===== config.mk =====
export PLATFORM = sky130hd
export DESIGN_NAME = mmio_port_responder
export DESIGN_NICKNAME = d
export VERILOG_FILES = /design/src/rtl/mmio_pkg.sv /design/src/rtl/port_in_sync.sv /design/src/rtl/mmio_port_responder.sv
export SDC_FILE = /design/constraint.sdc
export NUM_CORES = 1
export LEC_CHECK = 0
export ABC_AREA = 1
export CAP_MARGIN = 0
export CELL_PAD_IN_SITES_DETAIL_PLACEMENT = 0
export CELL_PAD_IN_SITES_GLOBAL_PLACEMENT = 1
export CORE_ASPECT_RATIO = 1.2
export CORE_MARGIN = 1.5
export CORE_UTILIZATION = 34
export CTS_CLUSTER_DIAMETER = 60
export DETAILED_ROUTE_END_ITERATION = 10
export PLACE_DENSITY = 0.89
export SLEW_MARGIN = 20
export SYNTH_ARGS = -nofsm -noshare
export SYNTH_HDL_FRONTEND = slang
export SYNTH_SLANG_ARGS = --single-unit

===== constraint.sdc =====
create_clock -name clk -period 2.3 [get_ports clk]
set_clock_uncertainty 0.05 [all_clocks]
set_input_delay 0.575 -clock clk [delete_from_list [all_inputs] [get_ports clk]]
set_output_delay 0.575 -clock clk [all_outputs]
set_load 0.1 [all_outputs]

===== src/rtl/mmio_pkg.sv =====
// Shared constants for the MMIO port responder: register offsets, status bit
// positions and the default window base.
package mmio_pkg;

  typedef enum logic [1:0] {
    OFF_PORT_OUT = 2'd0,
    OFF_PORT_IN  = 2'd1,
    OFF_STATUS   = 2'd2,
    OFF_CYCLES   = 2'd3
  } reg_sel_e;

  localparam int unsigned STATUS_CHANGED_BIT = 0;

  localparam logic [31:0] IO_BASE_DEFAULT = 32'hFFFF_0000;

endpackage


===== src/rtl/port_in_sync.sv =====
// Multi-flop synchroniser for an asynchronous input bus, plus a one-flop
// history register and a change pulse (sync_q != prev_q).
module port_in_sync #(
  parameter int unsigned IN_WIDTH    = 8,
  parameter int unsigned SYNC_STAGES = 2
) (
  input  logic                clk,
  input  logic                rst_n,
  input  logic [IN_WIDTH-1:0] i_async,
  output logic [IN_WIDTH-1:0] o_sync,
  output logic                o_change
);

  logic [IN_WIDTH-1:0] r_sync [SYNC_STAGES];
  logic [IN_WIDTH-1:0] r_prev;

  always_ff @(posedge clk or negedge rst_n) begin
    if (!rst_n) begin
      for (int unsigned i = 0; i < SYNC_STAGES; i++) r_sync[i] <= '0;
      r_prev <= '0;
    end else begin
      r_sync[0] <= i_async;
      for (int unsigned i = 1; i < SYNC_STAGES; i++) r_sync[i] <= r_sync[i-1];
      r_prev <= r_sync[SYNC_STAGES-1];
    end
  end

  assign o_sync   = r_sync[SYNC_STAGES-1];
  assign o_change = (r_sync[SYNC_STAGES-1] != r_prev);

endmodule


===== src/rtl/mmio_port_responder.sv =====
// Memory-mapped I/O target: PORT_OUT, synchronised PORT_IN, sticky change flag
// (W1C) and a loadable free-running cycle counter in a 16-byte window.
module mmio_port_responder
  import mmio_pkg::*;
#(
  parameter logic [31:0] IO_BASE     = IO_BASE_DEFAULT,
  parameter int unsigned IN_WIDTH    = 8,
  parameter int unsigned SYNC_STAGES = 2
) (
  input  logic                clk,
  input  logic                reset,
  input  logic [31:0]         Address,
  input  logic [31:0]         WriteData,
  input  logic                MemWrite,
  input  logic                MemRead,
  output logic [31:0]         ReadData,
  output logic                Hit,
  input  logic [IN_WIDTH-1:0] PortIn,
  output logic [31:0]         PortOut,
  output logic                InChanged
);

  logic [31:0]         r_port_out;
  logic [31:0]         r_cycles;
  logic                r_flag;
  logic [IN_WIDTH-1:0] w_sync;
  logic                w_change;
  reg_sel_e            w_sel;
  logic                w_wr_out;
  logic                w_wr_status;
  logic                w_wr_cycles;
  logic                w_unused_addr;

  assign Hit           = (Address[31:4] == IO_BASE[31:4]);
  assign w_sel         = reg_sel_e'(Address[3:2]);
  assign w_unused_addr = ^Address[1:0];

  port_in_sync #(
    .IN_WIDTH   (IN_WIDTH),
    .SYNC_STAGES(SYNC_STAGES)
  ) u_port_in_sync (
    .clk     (clk),
    .rst_n   (reset),
    .i_async (PortIn),
    .o_sync  (w_sync),
    .o_change(w_change)
  );

  always_comb begin
    w_wr_out    = 1'b0;
    w_wr_status = 1'b0;
    w_wr_cycles = 1'b0;
    if (MemWrite && Hit) begin
      case (w_sel)
        OFF_PORT_OUT: w_wr_out    = 1'b1;
        OFF_STATUS:   w_wr_status = 1'b1;
        OFF_CYCLES:   w_wr_cycles = 1'b1;
        default:      ;
      endcase
    end
  end

  always_ff @(posedge clk or negedge reset) begin
    if (!reset) begin
      r_port_out <= '0;
      r_cycles   <= '0;
      r_flag     <= 1'b0;
    end else begin
      if (w_wr_out) r_port_out <= WriteData;
      r_cycles <= w_wr_cycles ? WriteData : r_cycles + 32'd1;
      // a set event in the same cycle as a W1C wins
      if (w_change)
        r_flag <= 1'b1;
      else if (w_wr_status && WriteData[STATUS_CHANGED_BIT])
        r_flag <= 1'b0;
    end
  end

  always_comb begin
    ReadData = '0;
    if (MemRead && Hit) begin
      case (w_sel)
        OFF_PORT_OUT: ReadData = r_port_out;
        OFF_PORT_IN:  ReadData = 32'(w_sync);
        OFF_STATUS:   ReadData[STATUS_CHANGED_BIT] = r_flag;
        OFF_CYCLES:   ReadData = r_cycles;
        default:      ReadData = '0;
      endcase
    end
  end

  assign PortOut   = r_port_out;
  assign InChanged = r_flag;

endmodule


-- After elaboration in Yosys (flattened, before gate mapping)
Index checks and enable logic that the tools add are counted.
- reductions and logical operators: 5
- mux-type cells: 12
- eq/ne operators: 5
- add/subtract/negate cells: 1
- operator list (cell ; count):
    31-bit case mux with 3 select lines ; 1
    32-bit 2-to-1 mux ; 2
    32-bit by 1-bit adder with 32-bit output (second input constant) ; 1
    28-bit equality test (second input constant) ; 1
    1-bit 2-to-1 mux ; 8
    8-bit != test ; 1
    2-bit equality test (second input constant) ; 2
    1-bit case mux with 4 select lines ; 1
    1-bit logical AND ; 3
    2-bit by 1-bit equality test with 1-bit output (second input constant) ; 1
    2-bit logical NOT ; 1
    2-bit nonzero test ; 1
- output and inout bits: 66
- input bits: 76
- register bits after elaboration: 89

-- Depth between registers and ports, before layout
Gate-level depths: netlist (run 1).
- word-level depth: 6
- depth in mapped cells: 10
- mapped depth without buffers: 10

-- By module
From an unflattened synthesis (run 1), not the netlist that was laid out.
- cell total of the unflattened synthesis: 697
- area total of the unflattened synthesis: 5061.1 µm²
- by module, submodules not included (module ; sequential area each (µm²) ; cells an instance ; times used ; area an instance (µm²)):
    mmio_port_responder ; 1626.6 ; 638 ; 1 ; 4274.1
    port_in_sync ; 600.6 ; 59 ; 1 ; 787.0

-- Worst setup path after synthesis (run 1)
No wires, ideal clock.
- path kind: input to output
- start: input port Address[11]
- end: output port ReadData[28]
- stages on the path: 8
- arrival: 2.780 ns
- setup slack: -1.105 ns
- cells stage by stage: nor2_1 nand2_1 nor2_1 nand2_1 nor2_4 nand2_2 buf_2 a21oi_1
- word-level cells in the longest chain between the ends: 3
- RTL lines (element ; line ; source):
    start: declaration ; mmio_port_responder.sv:12 ; input logic [31:0] Address,
    28-bit equality test ; mmio_port_responder.sv:34 ; assign Hit = (Address[31:4] == IO_BASE[31:4]);
    1-bit logical AND ; mmio_port_responder.sv:81 ; if (MemRead && Hit) begin
    32-bit 2-to-1 mux ; mmio_port_responder.sv:81 ;
    end: declaration ; mmio_port_responder.sv:16 ; output logic [31:0] ReadData,
No other way between the ends.

-- Worst setup path in the final report (run 1)
- start: input port Address[23]
- end: output port ReadData[11]
Same word-level chain as after synthesis.

==> results of run 1 <==
-- Yosys cell counts (all sizes together), types with 3 or more instances --
library cell	instances	share of area (%)
nand2	297	23
buf	26	3.4
nor2	78	6.4
nand3	6	0.81
nand3b	15	2.3
a21oi	30	3.0
dfrtp	89	45
a22o	4	0.71
xor2	12	2.1
clkbuf	10	0.76
nand4	66	8.4
a221oi	3	0.53
xnor2	11	2.0
inv	16	1.2
-- logic make-up (layout without fill, tap and decap cells) --
logic type | count (synthesis) | after routing
AOI/OAI and AO/OA | 38 | 38
xor gates and xnor gates | 23 | 23
adders and majority gates | 1 | 1
buffers and inverters | 52 | 205
DFF | 89 | 89
and+or+nand+nor | 463 | 463
-- worst max-delay path, cell delays in order --
cell and delay (ns):
clkdlybuf4s15_1 0.16, nand2_1 0.06, nor2_2 0.12, nand3_2 0.09, nor2_4 0.18, nand2_8 0.13
buf_12 0.19, a21oi_4 0.18, buf_12 0.20
-- path summary, 6_finish.rpt --
| check | startpoint | end | depth (start not counted) | slack (ns) |
|---|---|---|---|---|
| worst max-delay path | Address[23] | ReadData[11] | 9 | -0.21 |
| worst min-delay path | reset | r_cycles[9]$_DFF_PN0_ | 1 | 0.07 |
| worst max register to register | r_cycles[1]$_DFF_PN0_ | r_cycles[16]$_DFF_PN0_ | 8 | 0.51 |
| worst min register to register | u_port_in_sync.r_sync[14]$_DFF_PN0_ | u_port_in_sync.o_sync[6]$_DFF_PN0_ | 0 | 0.30 |
| max in group asynchronous | reset | u_port_in_sync.r_sync[12]$_DFF_PN0_ | 2 | 1.43 |
| min in group clk | u_port_in_sync.r_sync[14]$_DFF_PN0_ | u_port_in_sync.o_sync[6]$_DFF_PN0_ | 0 | 0.30 |
-- layer usage --
metal  vias to the layer above  GRT usage, %  routed length (µm)
met5                         -             0                   0
met4                         0          9.72                 420
met1                      2378          26.5                6570
met3                        26          4.49                 710
li1                       2478             -                   -
met2                       148          38.4                8280
-- layout make-up --
cell class / instances / area (µm²) / share of cell area [%]
inverter: 16 / 60.1 / 0.777
clock buffer: 12 / 246 / 3.19
clock inverter: 4 / 77.6 / 1.00
timing repair buffer: 173 / 2030 / 26.3
sequential: 89 / 2230 / 28.8
tap: 175 / 219 / 2.83
multi-input combinational: 525 / 2860 / 37.1
-- what timing repair did --
item,4_1_cts,5_1_grt
pin swaps,25,6
gates resized for setup,101,12
endpoints found under the setup margin,33,33
buffers inserted,1,0
cloned,3,1
-- flip-flops by register name, indices dropped and copies added, names as in the netlist --
| register | count |
|---|---|
| InChanged | 1 |
| u_port_in_sync.o_sync | 8 |
| u_port_in_sync.r_sync | 8 |
| u_port_in_sync.r_prev | 8 |
| r_cycles | 32 |
| PortOut | 32 |
-- cells in the final DEF (no fill, tap or decap), types with 6 or more instances in the layout --
cell type	Yosys	routed
buf_12	0	42
nand2_1	294	294
buf_6	4	7
xnor2_1	11	11
clkdlybuf4s15_1	0	6
xor2_1	12	12
clkdlybuf4s50_1	0	41
inv_1	15	15
nand4_1	66	66
buf_4	1	54
a21oi_4	0	25
clkbuf_16	0	10
nand3b_1	15	15
nor2_4	2	14
nor2_1	72	56
buf_2	19	12
dfrtp_1	89	87
nor2_2	4	8
-- power groups by stage --
stage	registers [mW]	logic, mW	clock network, mW
6_report	1.60	0.322	1.62
5_1_grt	1.60	0.348	1.71
4_1_cts	1.60	0.322	1.65
3_5_place_dp	1.63	0.321	0
3_3_place_gp	1.63	0.320	0
2_1_floorplan	1.63	0.0869	0
==> summary.md, run 1 <==
| Metric | Value |
|---|---|
| Predominant post-synthesis flop cell | `dfrtp_1` |
| Clock slew at reported path FFs | `0.07 ns` |
| Global-route wire length before repair | `26200 µm` |
| Simple-gate area share of the yosys netlist | `40.8%` |
| CTS root buf | `clkbuf_16` |
| Total chip power | `3.54 mW` |
| Number of global-route vias before repair | `5187` |
| XOR/XNOR Fraction of Synth Area | `4.08%` |
| WS Path Type | `in2out` |
| Layout cell share with drive strength beyond 1 | `24.5%` |
| Tot GR Track Use | `22.1%` |
| Pre-CTS setup slack | `-0.470 ns` |
| GP Congestion | `0.911` |
| Initial antenna violation count | `0` |
| Leakage Power | `3.39 nW` |
| Total gr overflow | `0` |
| CTS Buf Count | `9` |
| Vias/cell | `5.06` |
| Synth Area in Adders | `0.254%` |
| Layout Nets | `891` |
| Syn. warnings | `0` |
| Diode count | `0` |
| Mapped Avg Cell Area | `7.41 µm²` |
| Main combinational cell family by area after synthesis | `simple AND/OR/NAND/NOR gates` |
| Post-CTS Hold Buffers | `0` |
| Synthesized flop and latch total | `89` |
| Combinational Power Share | `9.1%` |
| # Max-Cap Violations | `0` |
| Status | `finished, violations left` |
| Sequential Power Share | `45.2%` |
| Setup slack after layout | `-0.210 ns` |
| Vias | `5030` |
| Number of port buffers | `139` |
| Skew-Pair Late Insertion Delay | `0.35 ns` |
| Row count | `48` |
| Clock power frac | `45.7%` |
| Mapped Area | `4930 µm²` |
| Ratio of total power to cell area | `458 nW/µm²` |
| Asr flop ratio synth | `100%` |
| DRT iter0 DRCs | `279` |
| H-Tree Depth | `3` |
| Mapped Nets | `743` |
| Achievable Freq | `398 MHz` |
| Crit share post-route | `109%` |
| Final-report hold violation count | `0` |
| CP Launch Type | `primary input` |
| CTS tree | `built` |
| Arr. time, crit path | `1.88 ns` |
| Core area | `14300 µm²` |
| Worst slew margin | `66.3%` |
| Residual DRC | `0` |
| Worst hold margin | `0.0693 ns` |
| Number of distinct library cells after synthesis | `26` |
| Syn-to-layout area delta | `56.7%` |
| Detailed Place HPWL | `11400 µm` |
| Req. time, crit path | `1.67 ns` |
| Fin util | `54.1%` |
| Largest net degree at the start of global routing | `45` |
| Clock Path Buffers | `2` |
| I/O Pins | `142` |
| Final Setup Violations | `33` |
| Switch Pwr | `0.802 mW` |
| Die area | `15200 µm²` |
| CP endpoint kind | `primary output` |
| Number of flops mapped to enable cells by yosys | `0` |
| Cell-internal power | `2.74 mW` |
| Die Y | `135 µm` |
| Cells after DPL | `973` |
| Failing checks | `setup timing` |
| Pre-Repair DR Iteration Count | `6` |
| Setup_tns | `-4.90 ns` |
| Max-slew violations | `0` |
| Post-Syn Instances | `666` |
| Routed len/inst | `16.1 µm` |
| Final Non-Filler Cells | `994` |
| CP Max Fanout | `7` |
| Design Area, Final | `7730 µm²` |
| Worst-margin pin slew | `0.506 ns` |
| Switch share | `22.7%` |
| Placement Cell Area | `7300 µm²` |
| Sequential-to-total area share from yosys stat | `45.1%` |
| RSZ-0062 raised after global routing | `yes` |
| Fillcell total | `1333` |
| Final ANT Viol Nets | `0` |
| TritonCTS Sinks | `89` |
| VDD IR max | `0.419 mV` |
| Die X | `113 µm` |
| Final Critical Period | `2.51 ns` |
| Final WL | `16000 µm` |
| Mux contribution to synthesized area | `0%` |
| Synth Area in Compound Gates | `4.39%` |
| Initial Util | `34.5%` |
| Hold Crit Class | `in2async` |
No activity file was read; power rests on OpenSTA's default activity.
==> inputs of run 2 (changes only) <==
- CORE_UTILIZATION: 34 -> 30
- PLACE_DENSITY: 0.89 -> 0.81
- SETUP_SLACK_MARGIN: unset -> 0.5
==> run 2 against run 1 <==
The run still ends with setup timing left. Combinational power grew 5%. Largest cell class unchanged. Power is 4.4% lower. Critical path depth increased by 1. Via count shrank 1.4%. Critical path type unchanged.
==> summary.md, run 2 (synthesized netlist as in run 1, its figures left out) <==
| Metric | Value |
|---|---|
| Clock slew at reported path FFs | `0.07 ns (about the same)` |
| Die X | `120 µm (+6.3%)` |
| Final Non-Filler Cells | `1040 (+4.6%)` |
| Worst hold margin | `0.190 ns (+0.121 ns)` |
| M1 GR Usage | `22.8% (-3.6 points)` |
| CP endpoint kind | `primary output` |
| Number of global-route vias before repair | `5030 (-3.0%)` |
| CTS tree | `built` |
| CTS root buf | `clkbuf_16` |
| H-Tree Depth | `3 (unchanged)` |
| Total gr overflow | `0 (unchanged)` |
| Status | `finished, violations left` |
| Crit share post-route | `107% (-2.1 points)` |
| Pre-Repair DR Iteration Count | `4 (-2)` |
| Core area | `16100 µm² (+13%)` |
| Initial antenna violation count | `0 (unchanged)` |
| Post-CTS Hold Buffers | `0 (unchanged)` |
| Number of port buffers | `139 (unchanged)` |
| CP Launch Type | `primary input` |
| Worst-margin pin slew | `0.648 ns (+0.142 ns)` |
| Global-route wire length before repair | `25600 µm (-2.1%)` |
| GP Congestion | `0.882 (-3.1%)` |
| Setup slack after layout | `-0.162 ns (+0.0476 ns)` |
| Final Critical Period | `2.46 ns (-0.0476 ns)` |
| Met3 Track Usage GR | `3.33% (-1.2 points)` |
| Routed len/inst | `15.4 µm (-4.1%)` |
| CP cell instances | `buf_6, nor2_4, nand2_1, nor2_1, nand2_2, nor2_4, nand2_8, buf_12, a21oi_4, buf_12` |
| Final-report hold violation count | `0 (unchanged)` |
| Vias/cell | `4.77 (-5.8%)` |
| CP Max Fanout | `8 (+1)` |
| Die Y | `143 µm (+6.3%)` |
| Final WL | `16000 µm (+0.30%)` |
| Hold Crit Class | `in2async` |
| Final ANT Viol Nets | `0 (unchanged)` |
| CTS Buf Count | `9 (unchanged)` |
| Vias | `4958 (-1.4%)` |
| Diode count | `0 (unchanged)` |
| DRT iter0 DRCs | `251 (-10%)` |
| Commonest non-fill, non-tap cell in the layout | `nand2_1` |
| Layout Nets | `900 (+1.0%)` |
| Row count | `51 (+6.3%)` |
| RSZ-0062 raised after global routing | `yes` |
| Layout cell share with drive strength beyond 1 | `27.2% (+2.6 points)` |
| Die area | `17200 µm² (+13%)` |
| TritonCTS Sinks | `89 (unchanged)` |
| Cells after DPL | `1012 (+4.0%)` |
| Failing checks | `setup timing` |
| Syn-to-layout area delta | `59.7%` |
| WS Path Type | `in2out` |
| Pre-CTS setup slack | `-0.554 ns (-0.0841 ns)` |
| Skew-Pair Late Insertion Delay | `0.35 ns (about the same)` |
| I/O Pins | `142 (unchanged)` |
| Clock Path Buffers | `2 (unchanged)` |
| Tot GR Track Use | `19.2% (-2.9 points)` |
| Leakage Power | `3.44 nW (+1.6%)` |
| Commonest cells after routing, fill and taps aside | `nand2_1, dfrtp_1, nand4_1` |
| Fillcell total | `1588 (+19%)` |
| Arr. time, crit path | `1.84 ns (-0.04 ns)` |
| Residual DRC | `0 (unchanged)` |
| # Max-Cap Violations | `0 (unchanged)` |
| Slowest stage delay, CP | `0.19 ns (about the same)` |
| Final Setup Violations | `32 (-3.0%)` |
| Largest net degree at the start of global routing | `48 (+6.7%)` |
| Ratio of total power to cell area | `429 nW/µm² (-6.2%)` |
| Req. time, crit path | `1.67 ns (about the same)` |
| VDD IR max | `0.391 mV (-6.7%)` |
| Achievable Freq | `406 MHz (+1.9%)` |
| Detailed Place HPWL | `11400 µm (-0.44%)` |
| Initial Util | `30.6% (-4.0 points)` |
| Total chip power | `3.38 mW (-4.4%)` |
| Met2 GRT Util | `35.4% (-3.0 points)` |
| Setup_tns | `-4.23 ns (+0.670 ns)` |
| CP max-delay cell | `buf_12` |
| Worst slew margin | `56.8% (-9.5 points)` |
| Max-slew violations | `0 (unchanged)` |
| Top Usage Layer GRT | `met2` |
run 2: cell types whose count changed in the layout (fill, tap and decap cells not counted), sizes merged, moves of 2 or more:
cell / change
buf: +17
clkdlybuf4s15: -7
clkbuf: -6
inv: +4
bufbuf: +2
bufinv: -2
clkinvlp: +2
run 2: area by class of cell:
| cell class | instances | area, µm² | share of cell area (%) |
|---|---|---|---|
| timing repair buffer | 182 | 2140 | 27.2 |
| multi-input combinational | 525 | 2890 | 36.7 |
| inverter | 16 | 62.6 | 0.794 |
| tap | 212 | 265 | 3.37 |
| clock inverter | 7 | 60.1 | 0.762 |
| clock buffer | 9 | 225 | 2.86 |
| sequential | 89 | 2230 | 28.3 |
run 2: critical path: cells and delay by family:
family          cells  cell delay [ns]
simple gates        6             0.62
buf+inv             3             0.48
compound gates      1             0.15
run 2: report_power, final:
group,switching [mW],internal [mW]
Combinational,0.161,0.177
Clock,0.694,0.754
Sequential,0.0124,1.59
run 2: what timing repair did:
item | CTS | global route
setup endpoints to repair | 98 | 96
gates resized for setup | 123 | 19
gates cloned | 6 | 0
pin swaps | 32 | 14
buffers inserted | 5 | 1
run 2: final timing paths:
path	from	slack [ns]	cells after the start	end
worst max-delay path	Address[13]	-0.16	10	ReadData[30]
worst min-delay path	reset	0.19	1	PortOut[23]$_DFFE_PN0P_
worst max register to register	r_cycles[0]$_DFF_PN0_	0.65	8	r_cycles[28]$_DFF_PN0_
worst min register to register	u_port_in_sync.r_sync[8]$_DFF_PN0_	0.30	0	u_port_in_sync.o_sync[0]$_DFF_PN0_
max in group asynchronous	reset	1.40	2	InChanged$_DFFE_PN0P_
min in group clk	u_port_in_sync.r_sync[8]$_DFF_PN0_	0.30	0	u_port_in_sync.o_sync[0]$_DFF_PN0_
run 2: stage by stage:
stage	utilization, %	area (µm²)
floorplan	-	5330
global placement	45.5	7350
detailed placement	45.5	7350
CTS	48.5	7830
global route	48.8	7880
finish	48.8	7880
run 2: metal layers:
| layer | up-vias | routed length [µm] |
|---|---|---|
| li1 | 2494 | - |
| met1 | 2329 | 6700 |
| met2 | 117 | 8480 |
| met3 | 18 | 636 |
| met4 | 0 | 201 |
| met5 | - | 0 |
